==> src/rtl/sev_seg_scan_driver_pkg.sv <==
// Shared constants for the seven-segment scan driver.
//   SEG_TABLE : active-low segment codes for hex nibbles 0..F.
//               Bit 7 is dp and is 1 (off). Bits 6:0 are segments g..a.
//   SEG_BLANK : all segments and dp dark.
//   DP_BIT    : position of the decimal point in the seg bus.
package sev_seg_pkg;

    // Packed array: the left-most element is index 15.
    localparam logic [15:0][7:0] SEG_TABLE = {
        8'h8E, 8'h86, 8'hA1, 8'hC6,   // F E d C
        8'h83, 8'h88, 8'h98, 8'h80,   // b A 9 8
        8'hF8, 8'h82, 8'h92, 8'h99,   // 7 6 5 4
        8'hB0, 8'hA4, 8'hF9, 8'hC0    // 3 2 1 0
    };

    localparam logic [7:0] SEG_BLANK = 8'hFF;
    localparam int         DP_BIT    = 7;

endpackage

==> src/rtl/sev_seg_scan_driver_if.sv <==
// Display bus between a controller and the scan driver.
//   value   : hex nibbles, with nibble i driving digit i.
//   dp_mask : decimal-point request for each digit.
//   load    : capture strobe for value and dp_mask.
//   enable  : when 1, scan the digits; when 0, keep the display dark.
//   seg     : active-low segments, bit 7 = dp.
//   an      : active-low digit enables.
// The master modport is the controller side. The slave modport is the driver.
interface sev_seg_scan_driver_if #(
    parameter int NUM_DIGITS = 4
);
    logic [4*NUM_DIGITS-1:0] value;
    logic [NUM_DIGITS-1:0]   dp_mask;
    logic                    load;
    logic                    enable;
    logic [7:0]              seg;
    logic [NUM_DIGITS-1:0]   an;

    modport master (output value, dp_mask, load, enable, input seg, an);
    modport slave  (input value, dp_mask, load, enable, output seg, an);
endinterface

==> src/rtl/sev_seg_scan_driver_seg_decode.sv <==
// Combinational nibble-to-segment decoder.
//   nibble : 4-bit hex digit.
//   seg    : active-low segments g..a. The dp is not included.
module seg_decode
    import sev_seg_pkg::*;
(
    input  logic [3:0] nibble,
    output logic [6:0] seg
);
    assign seg = SEG_TABLE[nibble][6:0];
endmodule

==> src/rtl/sev_seg_scan_driver.sv <==
// Time-multiplexed driver for a seven-segment display.
// Each digit is lit for CLK_DIV cycles, then the scan moves to the next digit.
// The display always reads from shadow registers, which are captured on load.
// Leading-zero blanking is optional.
//   clk   : clock.
//   reset : synchronous, active-high reset.
//   bus   : slave side of sev_seg_scan_driver_if, carrying
//           value/dp_mask/load/enable in and seg/an out.
module sev_seg_scan_driver
    import sev_seg_pkg::*;
#(
    parameter int NUM_DIGITS    = 4,
    parameter int CLK_DIV       = 100000,
    parameter int BLANK_LEADING = 1
) (
    input  logic                   clk,
    input  logic                   reset,
    sev_seg_scan_driver_if.slave   bus
);
    localparam int IDX_W   = (NUM_DIGITS > 1) ? $clog2(NUM_DIGITS) : 1;
    localparam int PRESC_W = $clog2(CLK_DIV);
    // The digit selection arrays are padded to a power of two.
    // This keeps every index value legal.
    localparam int SLOTS   = 1 << IDX_W;

    localparam logic [PRESC_W-1:0] PRESC_MAX = PRESC_W'(CLK_DIV - 1);
    localparam logic [IDX_W-1:0]   IDX_MAX   = IDX_W'(NUM_DIGITS - 1);

    logic [4*NUM_DIGITS-1:0] shadow_value_reg;
    logic [NUM_DIGITS-1:0]   shadow_dp_reg;
    logic [PRESC_W-1:0]      presc_reg, presc_next;
    logic [IDX_W-1:0]        idx_reg, idx_next;
    logic [7:0]              seg_reg, seg_next;
    logic [NUM_DIGITS-1:0]   an_reg, an_next;

    logic [3:0] nibble_slot [SLOTS];
    logic       blank_slot  [SLOTS];
    logic       dp_slot     [SLOTS];

    logic [3:0] nibble_sel;
    logic       blank_sel;
    logic       dp_sel;
    logic [6:0] dec_seg;

    // For each digit, gather the nibble, the dp flag and the blank condition.
    // A digit is blanked when it and every more-significant nibble are zero.
    for (genvar gi = 0; gi < SLOTS; gi++) begin : g_slot
        if (gi < NUM_DIGITS) begin : g_real
            assign nibble_slot[gi] = shadow_value_reg[4*gi +: 4];
            assign dp_slot[gi]     = shadow_dp_reg[gi];
            if (gi == 0 || BLANK_LEADING == 0) begin : g_noblank
                assign blank_slot[gi] = 1'b0;
            end else begin : g_blank
                assign blank_slot[gi] = ~|shadow_value_reg[4*NUM_DIGITS-1:4*gi];
            end
        end else begin : g_pad
            assign nibble_slot[gi] = 4'h0;
            assign dp_slot[gi]     = 1'b0;
            assign blank_slot[gi]  = 1'b0;
        end
    end

    assign nibble_sel = nibble_slot[idx_reg];
    assign blank_sel  = blank_slot[idx_reg];
    assign dp_sel     = dp_slot[idx_reg];

    seg_decode u_seg_decode (
        .nibble (nibble_sel),
        .seg    (dec_seg)
    );

    // The prescaler and the digit index only move while enable is 1.
    // While enable is 0 they hold, so the dwell resumes where it stopped.
    always_comb begin
        presc_next = presc_reg;
        idx_next   = idx_reg;
        if (bus.enable) begin
            if (presc_reg == PRESC_MAX) begin
                presc_next = '0;
                idx_next   = (idx_reg == IDX_MAX) ? '0 : idx_reg + 1'b1;
            end else begin
                presc_next = presc_reg + 1'b1;
            end
        end
    end

    // Output values are formed from the registered index and shadow contents.
    // A load or wrap on one edge therefore shows up together on the following edge.
    always_comb begin
        seg_next = SEG_BLANK;
        an_next  = '1;
        if (bus.enable) begin
            seg_next[6:0]    = blank_sel ? 7'h7F : dec_seg;
            seg_next[DP_BIT] = ~dp_sel;
            for (int i = 0; i < NUM_DIGITS; i++) begin
                an_next[i] = (IDX_W'(i) != idx_reg);
            end
        end
    end

    always_ff @(posedge clk) begin
        if (reset) begin
            shadow_value_reg <= '0;
            shadow_dp_reg    <= '0;
            presc_reg        <= '0;
            idx_reg          <= '0;
            seg_reg          <= SEG_BLANK;
            an_reg           <= '1;
        end else begin
            if (bus.load) begin
                shadow_value_reg <= bus.value;
                shadow_dp_reg    <= bus.dp_mask;
            end
            presc_reg <= presc_next;
            idx_reg   <= idx_next;
            seg_reg   <= seg_next;
            an_reg    <= an_next;
        end
    end

    assign bus.seg = seg_reg;
    assign bus.an  = an_reg;

endmodule

==> src/flat_wrapper.sv <==
// flat-port wrapper written by rule: the top's interface ports become plain ports
module sev_seg_scan_driver_flat import sev_seg_pkg::*;
#(
    parameter int NUM_DIGITS    = 4,
    parameter int CLK_DIV       = 100000,
    parameter int BLANK_LEADING = 1
)
  (clk, reset, bus_value, bus_dp_mask, bus_load, bus_enable, bus_seg, bus_an);
  sev_seg_scan_driver_if #(.NUM_DIGITS(NUM_DIGITS)) bus_i ();
  input  logic clk;
  input  logic reset;
  input wire logic [$bits(bus_i.value)-1:0] bus_value;
  input wire logic [$bits(bus_i.dp_mask)-1:0] bus_dp_mask;
  input wire logic [$bits(bus_i.load)-1:0] bus_load;
  input wire logic [$bits(bus_i.enable)-1:0] bus_enable;
  output wire logic [$bits(bus_i.seg)-1:0] bus_seg;
  output wire logic [$bits(bus_i.an)-1:0] bus_an;
  assign bus_i.value = bus_value;
  assign bus_i.dp_mask = bus_dp_mask;
  assign bus_i.load = bus_load;
  assign bus_i.enable = bus_enable;
  assign bus_seg = bus_i.seg;
  assign bus_an = bus_i.an;
  sev_seg_scan_driver #(.NUM_DIGITS(NUM_DIGITS), .CLK_DIV(CLK_DIV), .BLANK_LEADING(BLANK_LEADING)) u_core (.clk(clk), .reset(reset), .bus(bus_i));
endmodule
==> config.mk <==
export PLATFORM = sky130hd
export DESIGN_NAME = sev_seg_scan_driver_flat
export DESIGN_NICKNAME = d
export VERILOG_FILES = /design/src/rtl/sev_seg_scan_driver_pkg.sv /design/src/rtl/sev_seg_scan_driver_if.sv /design/src/rtl/sev_seg_scan_driver_seg_decode.sv /design/src/rtl/sev_seg_scan_driver.sv /design/src/flat_wrapper.sv
export SDC_FILE = /design/constraint.sdc
export NUM_CORES = 1
export LEC_CHECK = 0
export ABC_AREA = 1
export CORE_AREA = 2 2 74 76
export DETAILED_ROUTE_END_ITERATION = 6
export DIE_AREA = 0 0 76 78
export PLACE_DENSITY = 0.84
export SLEW_MARGIN = 20
export SYNTH_ARGS = -nofsm -noshare
export SYNTH_HDL_FRONTEND = slang
export SYNTH_HIERARCHICAL = 1
export SYNTH_SLANG_ARGS = --single-unit
==> constraint.sdc <==
create_clock -name clk -period 2.8 [get_ports clk]
set_clock_uncertainty 0.2 [all_clocks]
set_input_delay 0.56 -clock clk [delete_from_list [all_inputs] [get_ports clk]]
set_output_delay 0.56 -clock clk [all_outputs]
set_load 0.01 [all_outputs]
# Yosys cells after proc, flatten, opt, wreduce, memory -nomap -nowiden
# Memory sizes are Yosys's and may differ from the RTL's. A register that Yosys moved wholly into a read port is not among the register bits.
# Cells that the tools add are included.
op_classes:
  n_addsub: 2
  magnitude_cmp: 1
  eq_ne: 5
  muxes: 11
  bitwise_logic: 3
  n_reduce_logical: 10
ops:
  columns: ["cell", "count"]
  rows:
  - ["$add 17x1->17 const B", 1]
  - ["$eq 17x17->1 const B", 1]
  - ["$mux 17", 1]
  - ["$reduce_or 12->1", 1]
  - ["$bmux 4 s2", 1]
  - ["$mux 4", 2]
  - ["$reduce_or 8->1", 1]
  - ["$bmux 1 s2", 2]
  - ["$mux 1", 4]
  - ["$ne 2x2->1 const A", 2]
  - ["$reduce_or 4->1", 1]
  - ["$ge 3x3->1 const B", 1]
  - ["$logic_not 1->1", 3]
  - ["$not 2->3", 1]
  - ["$reduce_or 3->1", 1]
  - ["$add 2x1->2 const B", 1]
  - ["$eq 2x2->1 const B", 1]
  - ["$mux 2", 1]
  - ["$ne 1x2->1 const A", 1]
  - ["$not 1->1", 2]
  - ["$reduce_and 2->1", 1]
  - ["$reduce_bool 2->1", 1]
  - ["$reduce_or 2->1", 1]
word_totals:
  register_bits: 44
  romBits: 128
  output_inout_bits: 12
  elab_cells: 39
  n_memories: 1
memory_table:
  columns: ["name", "depth", "width", "rd", "rd_ports_with_merged_regs", "wr", "line_no", "source"]
  rows:
  - ["(no name shown)", 16, 8, 1, 1, 0, "sev_seg_scan_driver_seg_decode.sv:10", "assign seg = SEG_TABLE[nibble][6:0];"]

# Longest topological paths before layout
depth:
  ltp_word: 6
  mapped_depth: 13
  ltp_nobuf: 12

# Hierarchy
# The synthesis kept the hierarchy.
modules_own_cells:
  columns: ["module", "n_inst", "cells_each", "area_each_um2", "seq_area_each_um2"]
  rows:
  - ["sev_seg_scan_driver", 1, 306, 2268.4, 1021.0]
  - ["seg_decode", 1, 50, 264.0, 0.0]

# Least setup slack after synthesis
# OpenSTA, ideal clock, no wires.
synth_timing:
  path_kind: "register to register"
  startpoint: "register u_core.idx_reg[0]"
  endpoint: "register u_core.seg_reg[3], in the netlist u_core/bus.seg[3]"
  setup_time_ns: 0.123
  arrival_ns: 1.922
  path_slack_ns: 0.555
  stages_incl_launch_ff: 13
  path_buffers: 1
  synth_period_minus_slack_ns: 2.245
  path_cell_list: "dfxtp_1 inv_2 buf_2 nor2_1 o21ai_0 inv_1 ha_1 inv_1 nand2_1 nand2_1 nand2_1 nand2_1 nand3b_1"
synth_between:
  elab_cells_between_ends: 8
synth_lines:
  columns: ["element", "line_no", "source"]
  rows:
  - ["start, declared", "sev_seg_scan_driver.sv:32", "logic [IDX_W-1:0] idx_reg, idx_next;"]
  - ["start signal, assigned", "sev_seg_scan_driver.sv:115", "idx_reg <= idx_next;"]
  - ["$not 2->3 (implied by the code)", "sev_seg_scan_driver.sv:63", "assign nibble_sel = nibble_slot[idx_reg];"]
  - ["$bmux 4 s2", "sev_seg_scan_driver.sv:63", null]
  - ["$mux 4 (implied by the code) (2 in series)", "sev_seg_scan_driver.sv:63", null]
  - ["named net u_core.nibble_sel[0]", "sev_seg_scan_driver.sv:40", "logic [3:0] nibble_sel;"]
  - ["end, declared", "sev_seg_scan_driver.sv:33", "logic [7:0] seg_reg, seg_next;"]
# The timed path passes the listed nets, and every way through them passes these cells. The select of a mux whose other input is x is not followed.
# A chain may end at the register's enable or synchronous reset.

# Final worst setup path
layout_timing:
  startpoint: "register u_core.idx_reg[1]"
  endpoint: "register u_core.seg_reg[3], in the netlist u_core/bus.seg[3]"
# The elaborated chain is that of the path after synthesis.

==> impl_metrics.csv <==
group,metric,value,unit
outcome,status,"completed",
clock_tree,postCtsHoldBufs,0,
placement,post-place-cells,456,
power,leakagePower,1.25,nW
routing,drt_iter0_markers,180,
grt,grt-ovfl-total,0,
routing,drt_first_pass_iters,4,
sta,max-slew-margin-rel,0.503,
clock_tree,cts_inserted_buffers,5,
finish,drive_gt1_frac,0.0914,
grt,grt_pass1_wl,9200,µm
clock_tree,post-cts-setup-buffers,0,
finish,nets,428,
routing,vias,2392,
synth,yosys_warnings,6,
clock_tree,htreeDepth,2,
sta,tightest_slew,740,ps
floorplan,die_x,76,µm
routing,vias_per_cell,5.16,
floorplan,die_y,78,µm
routing,finalWirelength,5370,µm
synth,syn-num-nets,391,
routing,routedWlPerCell,11.6,µm
clock_tree,tritoncts,"built",
finish,antennaDiodeCount,0,
grt,antenna_found_initial,0,
sta,final.min_clock_period,2490,ps
synth,synth-seq-cells,51,
placement,dp_hpwl,3900,µm
critical_path,end_kind,"flop",
grt,grt_start_max_net_pins,27,
sta,rsz0062_at_grt,"false",
critical_path,path_max_fanout,14,
placement,gp_congestion,0.879,
clock_tree,cts.sinks,51,
finish,final_cells,464,
sta,timing.final.crit_share,0.888,
finish,largest_reg_flops,17,
clock_tree,clockRootBuffer,"clkbuf_8",
floorplan,coreArea,5040,µm²
sta,fmax,0.402,GHz
finish,fillCellCount,486,
grt,grt_pass1_vias,2176,
synth,postSynthCellCount,356,
floorplan,io_pins,36,
clock_tree,clkLatencyLatePin,300,ps
floorplan,initial_core_util,0.502,
floorplan,die-area,5930,µm²
critical_path,path_class,"flop to flop",
sta,fin_setup_tns,0,ps
routing,postRouteAntennaNets,0,
floorplan,row_count,26,
clock_tree,cts_max_path_buffers,2,
critical_path,worstSetupStartpointType,"flop",
clock_tree,cts.clk_slew.worst_paths,90,ps
clock_tree,cts_resized,0,
critical_path,worstPathRequired,2790,ps
sta,fin_hold_ws,281,ps
finish,area_growth,20.4,%
routing,route.detailed.drc,0,
power,p_per_area,444,nW/µm²
critical_path,cp.arrival,2470,ps
run,cap_violations,0,
sta,hold_viol,0,
synth,synth_area_per_cell,7.11,µm²
hold_path,min_path_type,"flop to flop",
power,vdd_drop_max,0.000243,V
synth,ys_seq_area_frac,0.403,
synth,synth_cell_types,30,
synth,syn-cell-area,2530,µm²
sta,setup_viol,0,
grt,grtUsageTotal,0.184,
sta,slew_violations,0,
placement,port-buffer-count,35,
[per-stage QoR]
stage	setup slack [ps]	power (mW)	instance area (µm²)	util
3_5_place_dp	160	0.961	2960	0.587
5_1_grt	61.3	1.43	3050	0.605
4_1_cts	136	1.37	3040	0.603
3_3_place_gp	254	0.958	2960	0.587
2_1_floorplan	555	0.886	2530	-
6_report	314	1.35	3050	0.605
[power breakdown]
part           total, mW  switching (mW)  leakage (nW)  internal [mW]
registers          0.771          0.0153         0.419          0.756
clock network      0.409           0.234        0.0412          0.175
logic              0.175          0.0890         0.788         0.0859
[cell usage after synthesis, drive strengths merged]
cell type,count,area [µm²]
a21oi,16,80.1
nand3b,8,60.1
nor4,1,6.26
nand2,63,254
xnor2,1,8.76
ha,11,138
o31ai,1,7.51
xor2,4,35.0
nor2,81,314
buf,6,35.0
or2,1,6.26
clkbuf,4,15.0
o21ai,40,204
nand3,23,135
o21bai,1,11.3
inv,31,116
nand4,5,31.3
nor3b,1,7.51
dfxtp,51,1020
nor3,7,46.3
[cells by family (layout without fill, tap and decap cells)]
family | Yosys count | count (layout) | share of synthesized area
AO/OA/AOI/OAI | 58 | 58 | 0.120
AND/OR/NAND/NOR | 190 | 190 | 0.340
XOR/XNOR | 5 | 5 | 0.0173
adder cells (fa/ha/maj) | 11 | 11 | 0.0543
flip-flops | 51 | 51 | 0.403
buffers and inverters | 41 | 79 | 0.0657
[path summary, 6_finish.rpt]
path | from | end | slack, ps | cells past startpoint
worst max-delay path | u_core/idx_reg[1] | u_core/bus.seg[3] | 310 | 11
worst min register to register | u_core/shadow_dp_reg[2] | u_core/shadow_dp_reg[2] | 280 | 2
worst min-delay path | u_core/shadow_dp_reg[2] | u_core/shadow_dp_reg[2] | 280 | 2
worst max register to register | u_core/idx_reg[1] | u_core/bus.seg[3] | 310 | 11
[cell usage in the layout (no fill, tap or decap), types with 3 or more instances in the layout]
cell type / synthesis / layout
a21oi_1: 16 / 16
buf_4: 0 / 5
clkbuf_8: 0 / 5
clkdlybuf4s50_1: 0 / 35
dfxtp_1: 51 / 50
ha_1: 11 / 11
inv_1: 26 / 26
inv_2: 5 / 5
nand2_1: 56 / 56
nand2_2: 7 / 7
nand3_1: 19 / 19
nand3_2: 4 / 4
nand3b_1: 8 / 8
nand4_1: 5 / 5
nor2_1: 79 / 79
nor3_1: 6 / 6
o21ai_0: 37 / 36
o21ai_1: 2 / 3
xor2_1: 4 / 4
[worst max-delay path: stages (launching register included)]
cell      delay (ps)
dfxtp_1          360
inv_1            320
o21ai_0          140
o21ai_0          400
inv_1            200
ha_1             370
inv_1             50
nand2_1           50
nand2_1           60
nand2_1           50
nand2_1           40
nand3b_1         140
[layout make-up]
type	count	area [µm²]	share of cell area
Inverter	31	116	0.0382
Tap cell	70	87.6	0.0287
Multi-Input combinational cell	264	1350	0.443
Sequential cell	51	1020	0.335
Clock inverter	2	12.5	0.00410
Timing Repair Buffer	40	388	0.127
Clock buffer	6	72.6	0.0238
[metal layers]
| layer | track usage | share of wire |
|---|---|---|
| met1 | 0.238 | 0.48 |
| met2 | 0.305 | 0.46 |
| met5 | 0 | 0 |
| met4 | 0.0527 | 0.010 |
| met3 | 0.0453 | 0.052 |
Note: power is estimated with default switching activity, not from simulation.
